$ cat src/rtl/ts_mux_scheduler.sv
// ts_mux_scheduler
// Packet-aligned round-robin scheduler for the four-channel TS output mux.
// It selects a channel only on that channel's sync byte. It then holds the
// selection for exactly PKT_LEN valid bytes, so the FIFO write side only
// ever sees whole transport packets that each start with a sync byte.
//
// Optional feature macro: TS_SCHED_TIMEOUT_EN
//   When defined, a packet whose channel stalls for TIMEOUT cycles is
//   aborted and timeout_err pulses. When undefined, timeout_err is tied to 0.
//
// Ports:
//   clk2        in   write-side clock (rising edge)
//   rstn        in   asynchronous active-low reset
//   valid_in    in   [3:0] per-channel byte valid
//   sync_in     in   [3:0] per-channel sync flag (qualified by valid_in)
//   ch_enable   in   [3:0] channel enable, sampled at arbitration only
//   mux_ctrl    out  [1:0] channel select (Mealy in IDLE)
//   gate_valid  out  valid gate for the FIFO write (Mealy)
//   pkt_done    out  one-cycle pulse after the final byte of a packet
//   sync_err    out  one-cycle pulse after an early sync byte
//   timeout_err out  one-cycle pulse after a stalled packet is aborted
//   pkt_cnt     out  [15:0] completed packet count, wraps
module ts_mux_scheduler #(
    parameter int PKT_LEN = 188,
    parameter int CNT_W   = 8,
    parameter int TIMEOUT = 1024
) (
    input  logic        clk2,
    input  logic        rstn,
    input  logic [3:0]  valid_in,
    input  logic [3:0]  sync_in,
    input  logic [3:0]  ch_enable,
    output logic [1:0]  mux_ctrl,
    output logic        gate_valid,
    output logic        pkt_done,
    output logic        sync_err,
    output logic        timeout_err,
    output logic [15:0] pkt_cnt
);

    localparam logic [0:0] ST_IDLE   = 1'b0;
    localparam logic [0:0] ST_PACKET = 1'b1;

    logic [0:0]       state_q, state_d;
    logic [1:0]       sel_q, sel_d;
    logic [1:0]       last_q, last_d;
    logic [CNT_W-1:0] byte_cnt_q, byte_cnt_d;
    logic [15:0]      pkt_cnt_q, pkt_cnt_d;
    logic             done_q, done_d;
    logic             serr_q, serr_d;
    logic             tout_q, tout_d;

`ifdef TS_SCHED_TIMEOUT_EN
    localparam int STALL_W = $clog2(TIMEOUT + 1);
    logic [STALL_W-1:0] stall_q, stall_d;
`endif

    logic [3:0] req_s;
    logic [1:0] grant_s;
    logic       any_req_s;
    logic [1:0] arb_idx_s;
    logic [1:0] mux_s;
    logic       gate_s;

    assign req_s = ch_enable & valid_in & sync_in;

    // Round-robin search starting one past the last served channel.
    always_comb begin
        grant_s   = 2'd0;
        any_req_s = 1'b0;
        arb_idx_s = 2'd0;
        for (int k = 1; k <= 4; k++) begin
            arb_idx_s = last_q + 2'(k);
            if (!any_req_s && req_s[arb_idx_s]) begin
                grant_s   = arb_idx_s;
                any_req_s = 1'b1;
            end else begin
                any_req_s = any_req_s;
            end
        end
    end

    // Next-state logic and Mealy mux/gate outputs.
    always_comb begin
        state_d    = state_q;
        sel_d      = sel_q;
        last_d     = last_q;
        byte_cnt_d = byte_cnt_q;
        pkt_cnt_d  = pkt_cnt_q;
        done_d     = 1'b0;
        serr_d     = 1'b0;
        tout_d     = 1'b0;
        mux_s      = sel_q;
        gate_s     = 1'b0;
`ifdef TS_SCHED_TIMEOUT_EN
        stall_d    = stall_q;
`endif
        case (state_q)
            ST_IDLE: begin
                if (any_req_s) begin
                    // The sync byte itself is forwarded in the grant cycle.
                    mux_s      = grant_s;
                    gate_s     = 1'b1;
                    sel_d      = grant_s;
                    byte_cnt_d = CNT_W'(1);
                    state_d    = ST_PACKET;
`ifdef TS_SCHED_TIMEOUT_EN
                    stall_d    = '0;
`endif
                end else begin
                    mux_s  = sel_q;
                    gate_s = 1'b0;
                end
            end
            ST_PACKET: begin
                mux_s  = sel_q;
                gate_s = valid_in[sel_q];
                if (valid_in[sel_q]) begin
`ifdef TS_SCHED_TIMEOUT_EN
                    stall_d = '0;
`endif
                    // A sync byte wins over a final byte: restart the count.
                    if (sync_in[sel_q]) begin
                        byte_cnt_d = CNT_W'(1);
                        serr_d     = 1'b1;
                    end else if (byte_cnt_q == CNT_W'(PKT_LEN - 1)) begin
                        state_d    = ST_IDLE;
                        last_d     = sel_q;
                        pkt_cnt_d  = pkt_cnt_q + 16'd1;
                        done_d     = 1'b1;
                        byte_cnt_d = '0;
                    end else begin
                        byte_cnt_d = byte_cnt_q + CNT_W'(1);
                    end
                end else begin
`ifdef TS_SCHED_TIMEOUT_EN
                    stall_d = stall_q + STALL_W'(1);
                    if (stall_d == STALL_W'(TIMEOUT)) begin
                        state_d = ST_IDLE;
                        last_d  = sel_q;
                        tout_d  = 1'b1;
                        stall_d = '0;
                    end else begin
                        tout_d  = 1'b0;
                    end
`else
                    tout_d = 1'b0;
`endif
                end
            end
            default: begin
                state_d = ST_IDLE;
            end
        endcase
    end

    // State and pulse registers.
    always_ff @(posedge clk2 or negedge rstn) begin
        if (!rstn) begin
            state_q    <= ST_IDLE;
            sel_q      <= 2'd0;
            last_q     <= 2'd3;
            byte_cnt_q <= '0;
            pkt_cnt_q  <= 16'd0;
            done_q     <= 1'b0;
            serr_q     <= 1'b0;
            tout_q     <= 1'b0;
`ifdef TS_SCHED_TIMEOUT_EN
            stall_q    <= '0;
`endif
        end else begin
            state_q    <= state_d;
            sel_q      <= sel_d;
            last_q     <= last_d;
            byte_cnt_q <= byte_cnt_d;
            pkt_cnt_q  <= pkt_cnt_d;
            done_q     <= done_d;
            serr_q     <= serr_d;
            tout_q     <= tout_d;
`ifdef TS_SCHED_TIMEOUT_EN
            stall_q    <= stall_d;
`endif
        end
    end

    // The Mealy outputs are forced low while reset is held, even with traffic present.
    assign mux_ctrl    = rstn ? mux_s : 2'd0;
    assign gate_valid  = rstn & gate_s;
    assign pkt_done    = done_q;
    assign sync_err    = serr_q;
    assign timeout_err = tout_q;
    assign pkt_cnt     = pkt_cnt_q;

endmodule

$ cat config.mk
export PLATFORM = sky130hd
export DESIGN_NAME = ts_mux_scheduler
export DESIGN_NICKNAME = d
export VERILOG_FILES = /design/src/rtl/ts_mux_scheduler.sv
export SDC_FILE = /design/constraint.sdc
export NUM_CORES = 1
export LEC_CHECK = 0
export ABC_CLOCK_PERIOD_IN_PS = 1800
export BUFFER_PORTS_ARGS = -buffer_cell sky130_fd_sc_hd__buf_2
export CAP_MARGIN = 10
export CORE_MARGIN = 5
export CORE_UTILIZATION = 25
export DETAILED_ROUTE_END_ITERATION = 6
export SYNTH_ARGS = -nofsm -noshare
export SYNTH_HDL_FRONTEND = slang
export SYNTH_SLANG_ARGS = --single-unit
export TNS_END_PERCENT = 50
$ cat constraint.sdc
create_clock -name clk2 -period 1.8 [get_ports clk2]
set_input_delay 0.09 -clock clk2 [delete_from_list [all_inputs] [get_ports clk2]]
set_output_delay 0.09 -clock clk2 [all_outputs]
set_load 0.1 [all_outputs]
Word-level counts from Yosys, hierarchy flattened
Cells that the tools add are included.

Memories: 0. Latch bits: 0. Logic and storage cells: 74. ROM bits: 0. Output and inout bits: 22. Bits in writable memories: 0. Register bits after elaboration: 31.

Bitwise gates (word level): 5. Mux-type cells: 41. Equality and inequality tests: 3. $lt $le $gt $ge: 5. Multiply operators: 0. Add/subtract/negate cells: 5. Shifts and indexed selects: 0. Reduce and logical (&&, ||, !) cells: 8. Divide/modulo/power cells: 0.

Operators with widths (number): 8-bit two-way mux (4); 1-bit two-way mux (21); 16-bit by 1-bit adder with 16-bit output (second input constant) (1); 8-bit one-hot mux with 2 select lines (1); 2-bit by 3-bit < comparator with 1-bit output (second input constant) (5); 1-bit binary-select mux with 2-bit select (6); 2-bit two-way mux (6); 8-bit by 1-bit adder with 8-bit output (second input constant) (1); 4-bit AND (2); 8-bit equality test (second input constant) (1); 2-bit adder (second input constant) (2); 1-bit one-hot mux with 2 select lines (2); 2-bit one-hot mux with 2 select lines (1); 4-bit AND reduction (1); 1-bit logical AND (3); 1-bit logical NOT (3); 2-bit by 1-bit adder with 2-bit output (second input constant) (1); 2-bit by 1-bit inequality test with 1-bit output (second input constant) (1); 2-bit inequality test (second input constant) (1); 1-bit inverter (2); 2-bit AND reduction (1); 1-bit AND (1).

Longest topological paths before layout
Depth after elaboration: 17. Gate-level depth with buffers: 7.

Worst setup path after synthesis
No wires, ideal clock.

Path kind: register to output. From: register state_q. To: output mux_ctrl[0]. Cell stages (with the launch flop): 5. Path buffers: 1. Arrival time: 2.398 ns. Slack: -0.688 ns. Cells stage by stage: dfrtp_1 clkbuf_4 a41oi_1 o21ai_0 a21oi_1.

Word-level cells in the longest chain between the ends: 3.

RTL lines: from (decl) (line 44) `logic [0:0] state_q, state_d;`; from (signal assigned) (line 172) `state_q <= state_d;`; 1-bit inverter; 2-bit one-hot mux with 2 select lines (*) (line 98) `case (state_q)`; 2-bit two-way mux (*) (line 187) `assign mux_ctrl = rstn ? mux_s : 2'd0;`; to (decl) (line 33) `output logic [1:0] mux_ctrl,`.

Mark *: on every way between the ends. The rest lies on a longest branch, timed or not.

Worst setup path in the final report
From: register sel_q[1]. To: register pkt_cnt_q[13], in the netlist pkt_cnt[13].

Word-level cells in the longest chain between the ends: 4. Elaborated cells on any way between the ends: 6. Classes of those cells: mux: 4; bitwise: 1; reduce/logical: 1.

RTL lines: from (decl) (line 45) `logic [1:0] sel_q, sel_d;`; from (signal assigned) (line 173) `sel_q <= sel_d;`; 1-bit binary-select mux with 2-bit select (line 123) `if (sync_in[sel_q]) begin`; 1-bit two-way mux (implied by the code) (line 123); 1-bit inverter (no line); 4-bit AND reduction (no line) (*); to (signal assigned) (line 176) `pkt_cnt_q <= pkt_cnt_d;`; to (decl) (line 48) `logic [15:0] pkt_cnt_q, pkt_cnt_d;`.

Mark *: on every way between the ends. The rest lies on a longest branch, timed or not. The select of a mux whose other input is x is not followed. A chain may end at the register's enable or synchronous reset.

==> metrics.md <==
| Metric | Value |
|---|---|
| Status | finished, violations left |
| Failing checks | setup timing |
| Met2 GRT Util | 19.0% |
| Clock share of power | 29.1% |
| Worst path buffer plus inverter count | 1 |
| Wire length per cell | 15.9 um |
| CP endpoint kind | flop |
| CP Class | flop to flop |
| Register area share after synthesis | 45.4% |
| Vias | 1611 |
| Clk Latency, worst-skew pair | 0.28 ns |
| Non-filler cells, final | 318 |
| Post-synth EDFFs | 0 |
| First-pass GRT wire length | 7780 um |
| Final setup skew | 0.00448 ns |
| Core footprint | 0.00672 mm2 |
| Die area | 0.00861 mm2 |
| YS warnings | 0 |
| Syn_nets | 177 |
| Netlist cell types | 49 |
| Clk pin slew, worst setup/hold paths | 0.07 ns |
| Antenna diodes | 0 |
| Sequence of cells on the critical path | mux4_2 -> nand3b_4 -> buf_6 -> nor4_4 -> xor2_1 |
| Layout Nets | 253 |
| Pin count of the biggest net entering global routing | 14 |
| Mean Syn Cell Area | 10.6 um2 |
| Vias in the first global route | 1603 |
| Met3 usage | 3.74% |
| Post-route ant nets | 0 |
| Finish-stage setup viols | 10 |
| Synth Instances | 161 |
| Leak | 1.28 nW |
| PortBufs | 34 |
| Crit Path Max Fanout | 6 |
| Pwr Density | 933 mW/mm2 |
| CTS Buf Count | 5 |
| Minimum clock period after layout | 1.87 ns |
| Reg power frac | 32.6% |
| Sw frac | 34.0% |
| Clock sink total | 31 |
| DR pass1 iterations | 4 |
| Hold Vio Cnt, Final | 0 |
| Comb power frac | 38.4% |
| Part of the cycle the worst path needs | 104% |
| Total Wirelength | 5050 um |
| Share of layout cells above drive strength 1 | 57.6% |
| H-tree depth | 2 |
| Vias per cell | 5.07 |
| Sw power | 850 uW |
| Initial drt markers | 37 |
| Fin Setup TNS | -0.350 ns |
| Int Pwr | 1.65 mW |
| Initial antenna violation count | 0 |
| CP top delay family | multiplexers |
| Setup WS post-layout | -0.0697 ns |
| Grt total ovfl | 0 |
| Crit path DAT | 2.08 ns |
| # Max-Cap Violations | 0 |
| Post-route DRC | 0 |
| Die Wd | 92.8 um |
| Max Slew Vio Count | 0 |
| RSZ-0062 raised after global routing | yes |
| Placed Instances | 298 |
| Vert. Die Dim | 92.8 um |
| CTS tree | yes |
| Synth Cell Area | 0.00171 mm2 |
| Min-delay worst type | input port to asynchronous set/reset pin |
| Synth Flop Type | dfrtp_1 |
| # rows | 30 |
| Worst vdd ir | 0.388 mV |
| Met1 GRT Util | 14.3% |
| IO Pins | 36 |
| Starting Density | 25.5% |
| Clock root buffer | clkbuf_8 |
| GP Congestion | 0.833 |
| Total GRT Usage | 11.3% |
| CTS max path bufs | 2 |
| CP max-delay cell | mux4_2 |
| Yosys reg bits | 31 |
| Async SR Flop Fraction | 100% |
| Post-detail-place hpwl | 3460 um |
| Gr busiest metal | met2 |
| Max Fclk | 535 MHz |
| Worst Setup Start Kind | flop |
| Req. time, crit path | 2.01 ns |
| Largest stage delay, worst path | 0.56 ns |
| Synthesis-to-finish area growth | 56.0% |
[cell families after synthesis]
kind of cell    synth area share (%)
buf+inv                         3.72
xor+xnor                        7.66
compound gates                  10.7
mux                             5.84
flops                           45.4
simple gates                    25.0
other cells                    0.219
fa+ha+maj                       1.46
[per-layer routing]
layer  vias up  wire length, um
met5         -                0
met2        37             2510
li1        768                -
met1       801             2310
met4         0               14
met3         5              219
[final timing paths]
path	start	to	slack [ns]	cells after the start
max in group asynchronous	rstn	last_q[1]	1.15	3
hold / removal	rstn	pkt_cnt[0]	0.19	2
min in group clk2	ch_enable[0]	state_q	0.26	4
setup reg to reg	sel_q[1]	pkt_cnt[13]	-0.07	5
setup / recovery	sel_q[1]	pkt_cnt[13]	-0.07	5
hold reg to reg	pkt_cnt[13]	pkt_cnt[13]	0.47	1
[power groups by stage]
stage | Sequential (mW) | Combinational (mW) | Clock, mW
6_report | 0.813 | 0.957 | 0.725
5_1_grt | 0.819 | 1.02 | 0.774
4_1_cts | 0.806 | 0.853 | 0.737
3_5_place_dp | 0.819 | 0.759 | 0
3_3_place_gp | 0.816 | 0.754 | 0
2_1_floorplan | 0.882 | 0.394 | 0
[area by class of cell]
class / instances / area, um2
Clock buffer: 6 / 82.6
Clock inverter: 2 / 35.0
Fill cell: 655 / 4050
Inverter: 2 / 7.51
Multi-Input combinational cell: 124 / 1100
Sequential cell: 31 / 807
Tap cell: 80 / 100
Timing Repair Buffer: 73 / 537
[per-stage QoR]
| step | cell area, um2 | util, % | hold WS (ns) | worst slack [ns] | power [mW] |
|---|---|---|---|---|---|
| 3_3_place_gp | 2280 | 33.9 | -0.0354 | -0.110 | 1.57 |
| 4_1_cts | 2530 | 37.7 | 0.201 | -0.0866 | 2.40 |
| 5_1_grt | 2670 | 39.8 | 0.201 | -0.131 | 2.61 |
| 3_5_place_dp | 2280 | 33.9 | -0.0392 | -0.144 | 1.58 |
| 6_report | 2670 | 39.8 | 0.193 | -0.0697 | 2.50 |
| 2_1_floorplan | 1810 | - | -0.206 | -0.125 | 1.28 |
[synthesized netlist by cell type, drive strengths merged, types with 2 or more instances]
| cell | instances | share of area [%] |
|---|---|---|
| buf | 5 | 2.8 |
| a21oi | 4 | 1.2 |
| nor4 | 11 | 4.4 |
| nand4 | 3 | 1.1 |
| nor2 | 5 | 1.2 |
| nor3 | 6 | 1.8 |
| a211oi | 2 | 0.88 |
| o21ai | 5 | 1.5 |
| nand3 | 16 | 4.7 |
| ha | 2 | 1.5 |
| a21o | 4 | 1.8 |
| mux4 | 2 | 2.6 |
| mux2 | 4 | 2.6 |
| dfstp | 2 | 3.1 |
| inv | 2 | 0.44 |
| nor2b | 2 | 0.73 |
| xor2 | 15 | 7.7 |
| and3 | 4 | 1.5 |
| and2 | 2 | 0.73 |
| nand2 | 12 | 2.8 |
| dfrtp | 29 | 42 |
| and4 | 2 | 1.0 |
| nor4b | 2 | 1.0 |
| a32o | 2 | 1.2 |
[state kept, by name (all words and copies together) (netlist names)]
signal / cells
last_q: 2
pkt_cnt: 16
sync_err: 1
state_q: 1
pkt_done: 1
byte_cnt_q: 8
sel_q: 2
[worst reg2reg max path: cells and delay by family, from the launching register on]
| family | cells | cell delay (ns) |
|---|---|---|
| buffers and inverters | 1 | 0.18 |
| and+or+nand+nor | 2 | 0.51 |
| DFF | 1 | 0.40 |
| xor gates and xnor gates | 1 | 0.16 |
| muxes | 1 | 0.56 |
[timing repair]
item / 4_1_cts / 5_1_grt
buffers inserted: 3 / 6
pin swaps: 6 / 2
hold buffers: 1 / 0
setup endpoints to repair: 20 / 28
resized for setup: 21 / 19
cloned: 1 / 1
hold endpoints to repair: 29 / 0
[placed cells by master (no fill, tap or decap), types with 4 or more instances in the layout]
master | Yosys | layout
buf_2 | 0 | 31
buf_4 | 1 | 31
xor2_1 | 15 | 15
nand3_1 | 16 | 14
dfrtp_1 | 29 | 14
nand2_1 | 11 | 11
dfrtp_2 | 0 | 11
buf_6 | 2 | 7
clkbuf_8 | 0 | 6
nor3_2 | 0 | 5
nor4_4 | 0 | 5
and3_1 | 4 | 4
o21ai_0 | 5 | 4
nor2_1 | 4 | 4
dfrtp_4 | 0 | 4
No activity file was read; power rests on OpenSTA's default activity.
